$ cat src/rtl/cordic_pkg.sv
// Shared constants and types for the CORDIC sine/cosine front end.
// Angles use signed Q2.6 radians at the core input; the core emits Q1.7 results.
package cordic_pkg;

  localparam int ANGLE_W    = 8;
  localparam int ANGLE_FRAC = 6;
  localparam int OUT_FRAC   = 7;

  // 804 / 2^17 approximates 2*pi*64 / 2^16: phase units to Q2.6 radians.
  localparam int SCALE_K  = 804;
  localparam int SCALE_SH = 17;

  // A quarter turn of the 16-bit phase accumulator.
  localparam int QUARTER  = 16384;

  typedef logic signed [ANGLE_W-1:0] angle_t;

endpackage

$ cat src/rtl/cordic_delay_line.sv
// Fixed-depth shift register for side-band flags that must stay aligned with
// the CORDIC core outputs. Advances every clock; async active-low clear.
module cordic_delay_line #(
  parameter int WIDTH = 1,
  parameter int DEPTH = 8
) (
  input  logic             i_clk,
  input  logic             i_rst_n,
  input  logic [WIDTH-1:0] i_d,
  output logic [WIDTH-1:0] o_q
);

  logic [WIDTH-1:0] r_sr [DEPTH];

  // Shift the flag word one stage per clock, oldest entry at the far end.
  always_ff @(posedge i_clk or negedge i_rst_n) begin
    if (!i_rst_n) begin
      for (int i = 0; i < DEPTH; i++) r_sr[i] <= '0;
    end else begin
      r_sr[0] <= i_d;
      for (int i = 1; i < DEPTH; i++) r_sr[i] <= r_sr[i-1];
    end
  end

  assign o_q = r_sr[DEPTH-1];

endmodule

$ cat src/rtl/cordic_phase_prep.sv
// Phase accumulator and angle preparation ahead of the pipelined CORDIC core.
// The phase is folded into [-pi/2, pi/2], scaled to Q2.6 radians and a
// cosine-negate flag is delayed to line up with the core outputs.
// Optional build macro: CORDIC_PHASE_DITHER_EN adds LFSR phase dither.
module cordic_phase_prep
  import cordic_pkg::*;
#(
  parameter int PHASE_W    = 16,
  parameter int CORDIC_LAT = 8
) (
  input  logic               i_clk,
  input  logic               i_rst_n,
  input  logic               i_load,
  input  logic [PHASE_W-1:0] i_load_phase,
  input  logic [PHASE_W-1:0] i_step,
  input  logic               i_en,
  output logic [ANGLE_W-1:0] o_angle_out,
  output logic               o_valid_out,
  output logic               o_cos_neg_out,
  output logic               o_valid_aligned
);

  localparam int PROD_W = PHASE_W + 13;
  localparam logic signed [PHASE_W+1:0] C_HALF = (PHASE_W+2)'(2 * QUARTER);
  localparam logic signed [PHASE_W+1:0] C_FULL = (PHASE_W+2)'(4 * QUARTER);

  logic [PHASE_W-1:0]        r_phase;
  logic [PHASE_W-1:0]        w_sample;
  logic                      w_take;
  logic signed [PHASE_W+1:0] w_ext;
  logic signed [PHASE_W+1:0] w_fold;
  logic                      w_neg;
  logic signed [PHASE_W:0]   r_p;
  logic                      r_neg1;
  logic                      r_v1;
  logic signed [PROD_W-1:0]  w_prod;
  logic signed [PROD_W-1:0]  r_prod;
  logic                      r_neg2;
  logic                      r_v2;
  angle_t                    r_angle;
  logic                      r_neg3;
  logic                      r_valid;
  logic [1:0]                w_dlq;

  // Load wins over enable, so a sample is only taken on a pure enable cycle.
  assign w_take = i_en & ~i_load;

  // NCO accumulator: load, or advance by step after sampling, wrapping silently.
  always_ff @(posedge i_clk or negedge i_rst_n) begin
    if (!i_rst_n) begin
      r_phase <= '0;
    end else if (i_load) begin
      r_phase <= i_load_phase;
    end else if (i_en) begin
      r_phase <= r_phase + i_step;
    end
  end

`ifdef CORDIC_PHASE_DITHER_EN
  logic [15:0] r_lfsr;
  logic        w_fb;

  assign w_fb = r_lfsr[15] ^ r_lfsr[13] ^ r_lfsr[12] ^ r_lfsr[10];

  // Fibonacci LFSR stepping once per taken sample to spread quantisation spurs.
  always_ff @(posedge i_clk or negedge i_rst_n) begin
    if (!i_rst_n) begin
      r_lfsr <= 16'hACE1;
    end else if (w_take) begin
      r_lfsr <= {r_lfsr[14:0], w_fb};
    end
  end

  assign w_sample = r_phase + PHASE_W'(r_lfsr[5:0]);
`else
  assign w_sample = r_phase;
`endif

  // Fold quadrants 1/2 onto [-pi/2, pi/2] via pi - x and shift quadrant 3 down a turn.
  always_comb begin
    w_ext  = signed'({2'b00, w_sample});
    w_fold = w_ext;
    w_neg  = 1'b0;
    case (w_sample[PHASE_W-1 -: 2])
      2'b01, 2'b10: begin
        w_fold = C_HALF - w_ext;
        w_neg  = 1'b1;
      end
      2'b11:   w_fold = w_ext - C_FULL;
      default: ;
    endcase
  end

  // Stage 1 captures the folded phase and its cosine sign for a taken sample.
  always_ff @(posedge i_clk or negedge i_rst_n) begin
    if (!i_rst_n) begin
      r_p    <= '0;
      r_neg1 <= 1'b0;
      r_v1   <= 1'b0;
    end else begin
      r_v1 <= w_take;
      if (w_take) begin
        r_p    <= (PHASE_W+1)'(w_fold);
        r_neg1 <= w_neg;
      end
    end
  end

  assign w_prod = PROD_W'(r_p) * PROD_W'(SCALE_K) + (PROD_W'(1) <<< (SCALE_SH - 1));

  // Multiply stage: scaled phase with the half-LSB rounding offset already added.
  always_ff @(posedge i_clk or negedge i_rst_n) begin
    if (!i_rst_n) begin
      r_prod <= '0;
      r_neg2 <= 1'b0;
      r_v2   <= 1'b0;
    end else begin
      r_v2 <= r_v1;
      if (r_v1) begin
        r_prod <= w_prod;
        r_neg2 <= r_neg1;
      end
    end
  end

  // Output stage: arithmetic shift gives round-half-up; range always fits 8 bits.
  always_ff @(posedge i_clk or negedge i_rst_n) begin
    if (!i_rst_n) begin
      r_angle <= '0;
      r_neg3  <= 1'b0;
      r_valid <= 1'b0;
    end else begin
      r_valid <= r_v2;
      if (r_v2) begin
        r_angle <= angle_t'(r_prod >>> SCALE_SH);
        r_neg3  <= r_neg2;
      end
    end
  end

  cordic_delay_line #(
    .WIDTH(2),
    .DEPTH(CORDIC_LAT)
  ) u_flag_delay (
    .i_clk   (i_clk),
    .i_rst_n (i_rst_n),
    .i_d     ({r_valid, r_neg3 & r_valid}),
    .o_q     (w_dlq)
  );

  assign o_angle_out     = r_angle;
  assign o_valid_out     = r_valid;
  assign o_valid_aligned = w_dlq[1];
  assign o_cos_neg_out   = w_dlq[1] & w_dlq[0];

endmodule

$ cat config.mk
export PLATFORM = sky130hd
export DESIGN_NAME = cordic_phase_prep
export DESIGN_NICKNAME = d
export VERILOG_FILES = /design/src/rtl/cordic_pkg.sv /design/src/rtl/cordic_delay_line.sv /design/src/rtl/cordic_phase_prep.sv
export SDC_FILE = /design/constraint.sdc
export NUM_CORES = 1
export LEC_CHECK = 0
export ABC_AREA = 1
export CORE_MARGIN = 4
export CORE_UTILIZATION = 60
export CTS_CLUSTER_DIAMETER = 80
export CTS_CLUSTER_SIZE = 10
export DETAILED_ROUTE_END_ITERATION = 6
export HOLD_SLACK_MARGIN = 0.06
export PLACE_DENSITY = 0.82
export SKIP_LAST_GASP = 1
export SLEW_MARGIN = 20
export SYNTH_ARGS = -nofsm -noshare
export SYNTH_HDL_FRONTEND = slang
export SYNTH_HIERARCHICAL = 1
export SYNTH_SLANG_ARGS = --single-unit
$ cat constraint.sdc
create_clock -name i_clk -period 4.71 [get_ports i_clk]
set_clock_uncertainty 0.05 [all_clocks]
set_input_delay 0.471 -clock i_clk [delete_from_list [all_inputs] [get_ports i_clk]]
set_output_delay 0.471 -clock i_clk [all_outputs]
set_load 0.01 [all_outputs]
Word-level counts from Yosys, hierarchy flattened:

Index checks and enable logic that the tools add are counted.

* bits of input ports: 36
* register bits after elaboration: 88
* word-level logic and storage cells: 36

* reduce and logical (&&, ||, !) cells: 2
* add/subtract/negate cells: 4
* bitwise gates (word level): 4
* mux-type cells: 4
* multiply operators: 1
* equal/unequal tests: 3

Operators with widths (count)
* $pmux 17 s2: 1
* $mux 16: 2
* $add 25x18->25 const B: 1
* $mul 17x9->23 const B: 1
* $sub 16x16->17 const A: 1
* $sub 16x17->17 const B: 1
* $add 16x16->16: 1
* $eq 2x2->1 const B: 2
* $and 1x1->1: 3
* $eq 2x1->1 const B: 1
* $reduce_bool 2->1: 1
* $reduce_or 2->1: 1
* $mux 1: 1
* $not 1->1: 1

Depth between registers and ports, before layout:

* word-level depth: 3
* mapped depth: 24
* depth with buffers taken out: 24

By module:

The synthesis kept the hierarchy.

Modules (own cells, without submodules)
* cordic_phase_prep: cells an instance 712, times used 1, area each 5607.9 um^2
* cordic_delay_line: cells an instance 18, times used 1, area each 415.4 um^2

Worst setup path after synthesis:

Ideal clock, no wire load.

* kind: register -> register
* from: register r_p[1]
* to: register r_prod[24]
* slack: 875 ps
* setup time: 117 ps
* cell stages (with the launch flop): 23
* path buffers: 0
* data required time: 4543 ps
* data arrival time: 3668 ps
* cells stage by stage: dfrtp_1 -> ha_1 -> inv_1 -> fa_1 -> inv_1 -> fa_1 -> ha_1 -> ha_1 -> a21oi_1 -> nor2_1 -> o21ai_0 -> nand4_1 -> nand2_1 -> ha_1 -> inv_1 -> nor2_4 -> nand2_4 -> nor2_4 -> nand3_1 -> nand2_1 -> nand2_1 -> nand2_1 -> nand2_1

* longest elaborated chain between the ends: 2

RTL lines
* start: declaration: RTL line cordic_phase_prep.sv:33 `logic signed [PHASE_W:0] r_p;`
* start signal: assignment: RTL line cordic_phase_prep.sv:103 `r_p <= (PHASE_W+1)'(w_fold);`
* $mul 17x9->23: RTL line cordic_phase_prep.sv:109 `assign w_prod = PROD_W'(r_p) * PROD_W'(SCALE_K) + (PROD_W'(1) <<< (SCALE_SH - 1));`
* $add 25x18->25: RTL line cordic_phase_prep.sv:109
* end signal: assignment: RTL line cordic_phase_prep.sv:120 `r_prod <= w_prod;`
* end: declaration: RTL line cordic_phase_prep.sv:37 `logic signed [PROD_W-1:0] r_prod;`

No other way between the ends.
A chain may end at the register's enable or synchronous reset.

Worst setup path in the final report:

* from: register r_p[8]
* to: register r_prod[24]

The elaborated chain is that of the path after synthesis.

==> results.json <==
{
  "status": "complete, no violations",
  "dr_wl_met2_um": 6930,
  "fin_cells": 911,
  "wl_met1_um": 5890,
  "rr_worst_depth": 21,
  "ant_nets": 0,
  "postCtsResizedCells": 0,
  "die_w_um": 108,
  "ios": 47,
  "crit_path_end": "r_prod[24]",
  "ys.warnings.count": 6,
  "arrival_ps": 4330,
  "grt_pass1_wl_um": 23600,
  "cp-start-kind": "register",
  "rr_startpoint": "r_p[8]",
  "rrSetupSlack_ps": 590,
  "cts_buffers": 9,
  "synth-main-ff-cell": "dfrtp_1",
  "finalCriticalPeriod_ps": 4120,
  "hold_class": "in2async",
  "via_count": 5022,
  "grtUsageTotal_pct": 25.5,
  "routedWlPerCell_um": 15.2,
  "drive_gt1_share_pct": 7.97,
  "yosysSeqAreaShare_pct": 29.5,
  "crit_required_ps": 4910,
  "synth_cells": 730,
  "crit_top_cell": "nand2_1",
  "slew_headroom_pct": 32.8,
  "htree_levels": 3,
  "worstPathCellList": "ha_1 -> fa_1 -> fa_1 -> ha_1 -> ha_1 -> nand2_1 -> nor2_1 -> o21ai_0 -> nand3_1 -> nand2_1 -> nand2_1 -> ha_1 -> inv_1 -> nor2_4 -> nand2_4 -> nor2_4 -> nand3_1 -> nand2_1 -> nand2_1 -> nand2_1 -> nand2_1",
  "grt_max_degree": 39,
  "dp_hpwl_um": 11200,
  "ctsLongestPathBuffers": 2,
  "yosys.cell_types.count": 44,
  "num_rows": 36,
  "fp.coreArea_sq_mm": 0.00977,
  "tns_ps": 0,
  "clk_pin_slew_ps": 80,
  "drtPass1Iterations": 7,
  "syn_area_per_cell_sq_um": 8.25,
  "critPathLaunch": "r_p[8]",
  "dp_cells": 895,
  "via_per_inst": 5.51,
  "portBuffers": 46,
  "synth_seq_cells": 71,
  "critPathKind": "reg2reg",
  "worstReg2RegEnd": "r_prod[24]",
  "synth_nets": 869,
  "rsz0062_at_grt": "false",
  "cts_setup_buffers": 0,
  "initial_core_util_pct": 61.6,
  "worstMarginPinSlew_ps": 1010,
  "synth_edf_count": 0,
  "crit_slowest_cell": "fa_1",
  "worst_setup_path_end_kind": "register",
  "diodes": 0,
  "cts_hold_buffers": 0,
  "die_h_um": 108,
  "async_reset_ff_share_pct": 100,
  "wl_met3_um": 575,
  "nNetsFinal": 912,
  "cp_slowest_stage_delay_ps": 530,
  "timing.fmax_mhz": 243,
  "finalMaxSlewViolations": 0,
  "top_layer": "met4",
  "drtIter0Drc": 428,
  "grt_pass1_vias": 5113,
  "clock-sinks": 71,
  "grt-ovfl-total": 0,
  "gp_congestion": 0.900,
  "finalWirelength_um": 13800,
  "remaining_drc_errors": 0,
  "die_area_sq_mm": 0.0117,
  "syn-cell-area_sq_mm": 0.00602,
  "setup_violations": 0,
  "cp_max_fo": 5,
  "cap_violations": 0,
  "syn2layout_area_growth_pct": 12.4,
  "fin_crit_sh_pct": 87.5,
  "cts-root-buf": "clkbuf_8",
  "clock_latency_ps": 360,
  "hold_violations": 0,
  "cts_tree": "done",
  "fillers": 821,
  "antenna_found_initial": 0
}
==> cells in the mapped netlist (all sizes together) (4+ instances only) <==
master | count | share of area [%]
xor2 | 11 | 1.6
nor2 | 53 | 4.0
inv | 90 | 5.6
o21ai | 39 | 3.2
fa | 27 | 9.0
xnor2 | 10 | 1.5
o221ai | 8 | 1.2
nor3 | 6 | 0.66
clkbuf | 13 | 0.83
nand4 | 12 | 1.4
a21oi | 49 | 4.2
or2 | 4 | 0.46
nand2 | 170 | 11
ha | 76 | 16
a22oi | 5 | 0.62
o211ai | 6 | 0.75
nand3 | 53 | 4.9
dfrtp | 71 | 29
mux2 | 8 | 1.5
==> layer usage <==
layer  vias to the layer above  global-route usage, %
li1                       2526                      -
met1                      2326                   32.7
met2                       144                   44.0
met3                        26                   3.40
met4                         0                   9.74
met5                         -                      0
==> final cells by class <==
cell class                      instances  area [sq um]  area share [%]
Inverter                               90           338            4.99
Clock inverter                          7          63.8           0.942
Timing Repair Buffer                   48           470            6.95
Multi-Input combinational cell        553          3830            56.6
Sequential cell                        71          1780            26.2
Clock buffer                            9           124            1.83
Tap cell                              133           166            2.46
==> critical path: cells and delay by family, from the launching register on <==
kind / cells / cell delay (ps)
AO/OA/AOI/OAI: 1 / 140
adder cells (fa/ha/maj): 6 / 2140
buffers and inverters: 1 / 70
AND/OR/NAND/NOR: 13 / 1140
flip-flops: 1 / 480
==> worst min-delay path by stage <==
stage / from / to / depth (start not counted) / slack (ps)
after floorplan: i_rst_n / o_angle_out[0] / 0 / 130
after global placement: u_flag_delay/r_sr[10] / u_flag_delay/r_sr[8] / 0 / 280
after detailed placement: u_flag_delay/r_sr[15] / u_flag_delay/r_sr[13] / 0 / 290
after CTS: i_rst_n / r_neg2 / 1 / 170
after global routing: i_rst_n / r_p[13] / 1 / 230
final: i_rst_n / r_phase[15] / 1 / 160
==> flip-flops by register name, indices dropped and copies added (netlist names) <==
signal             cells
r_p                   17
r_phase               16
u_flag_delay/r_sr     14
o_angle_out            8
r_prod                 8
u_flag_delay/o_q       2
o_valid_out            1
r_neg1                 1
r_neg2                 1
r_neg3                 1
r_v1                   1
r_v2                   1
==> placed cells by master, fill, tap and decap left out, drive strengths merged <==
cell type        n
a21o             3
a21oi           49
a221oi           1
a22oi            5
a31oi            1
and2             1
buf              3
clkbuf           9
clkdlybuf4s50   45
clkinv           1
clkinvlp         2
dfrtp           71
fa              27
ha              76
inv             94
mux2             8
nand2          170
nand3           53
nand3b           3
nand4           12
nor2            53
nor3             6
o211ai           6
o21ai           39
o21bai           3
o221ai           8
o2bb2ai          1
o311ai           1
o31ai            2
or2              4
xnor2           10
xor2            11
==> metrics by stage <==
| step | util, % | area [sq um] | hold WS (ps) | setup WS (ps) |
|---|---|---|---|---|
| 2_1_floorplan | - | 6020 | 125 | 875 |
| 3_3_place_gp | 67.4 | 6580 | 282 | 694 |
| 3_5_place_dp | 67.4 | 6580 | 286 | 594 |
| 4_1_cts | 69.3 | 6770 | 175 | 569 |
| 5_1_grt | 69.3 | 6770 | 228 | 272 |
| 6_report | 69.3 | 6770 | 159 | 588 |
==> kinds of logic after synthesis <==
group	Yosys count	share of synthesized area, %
AOI/OAI and AO/OA	119	11.5
buffers and inverters	106	6.88
muxes	8	1.50
xor gates and xnor gates	21	3.05
and+or+nand+nor	302	22.8
adders and majority gates	103	24.8
DFF	71	29.5
Power is left out: the tool's default activity adds up to more than one toggle a clock period on the data nets, which glitch-free logic cannot reach.
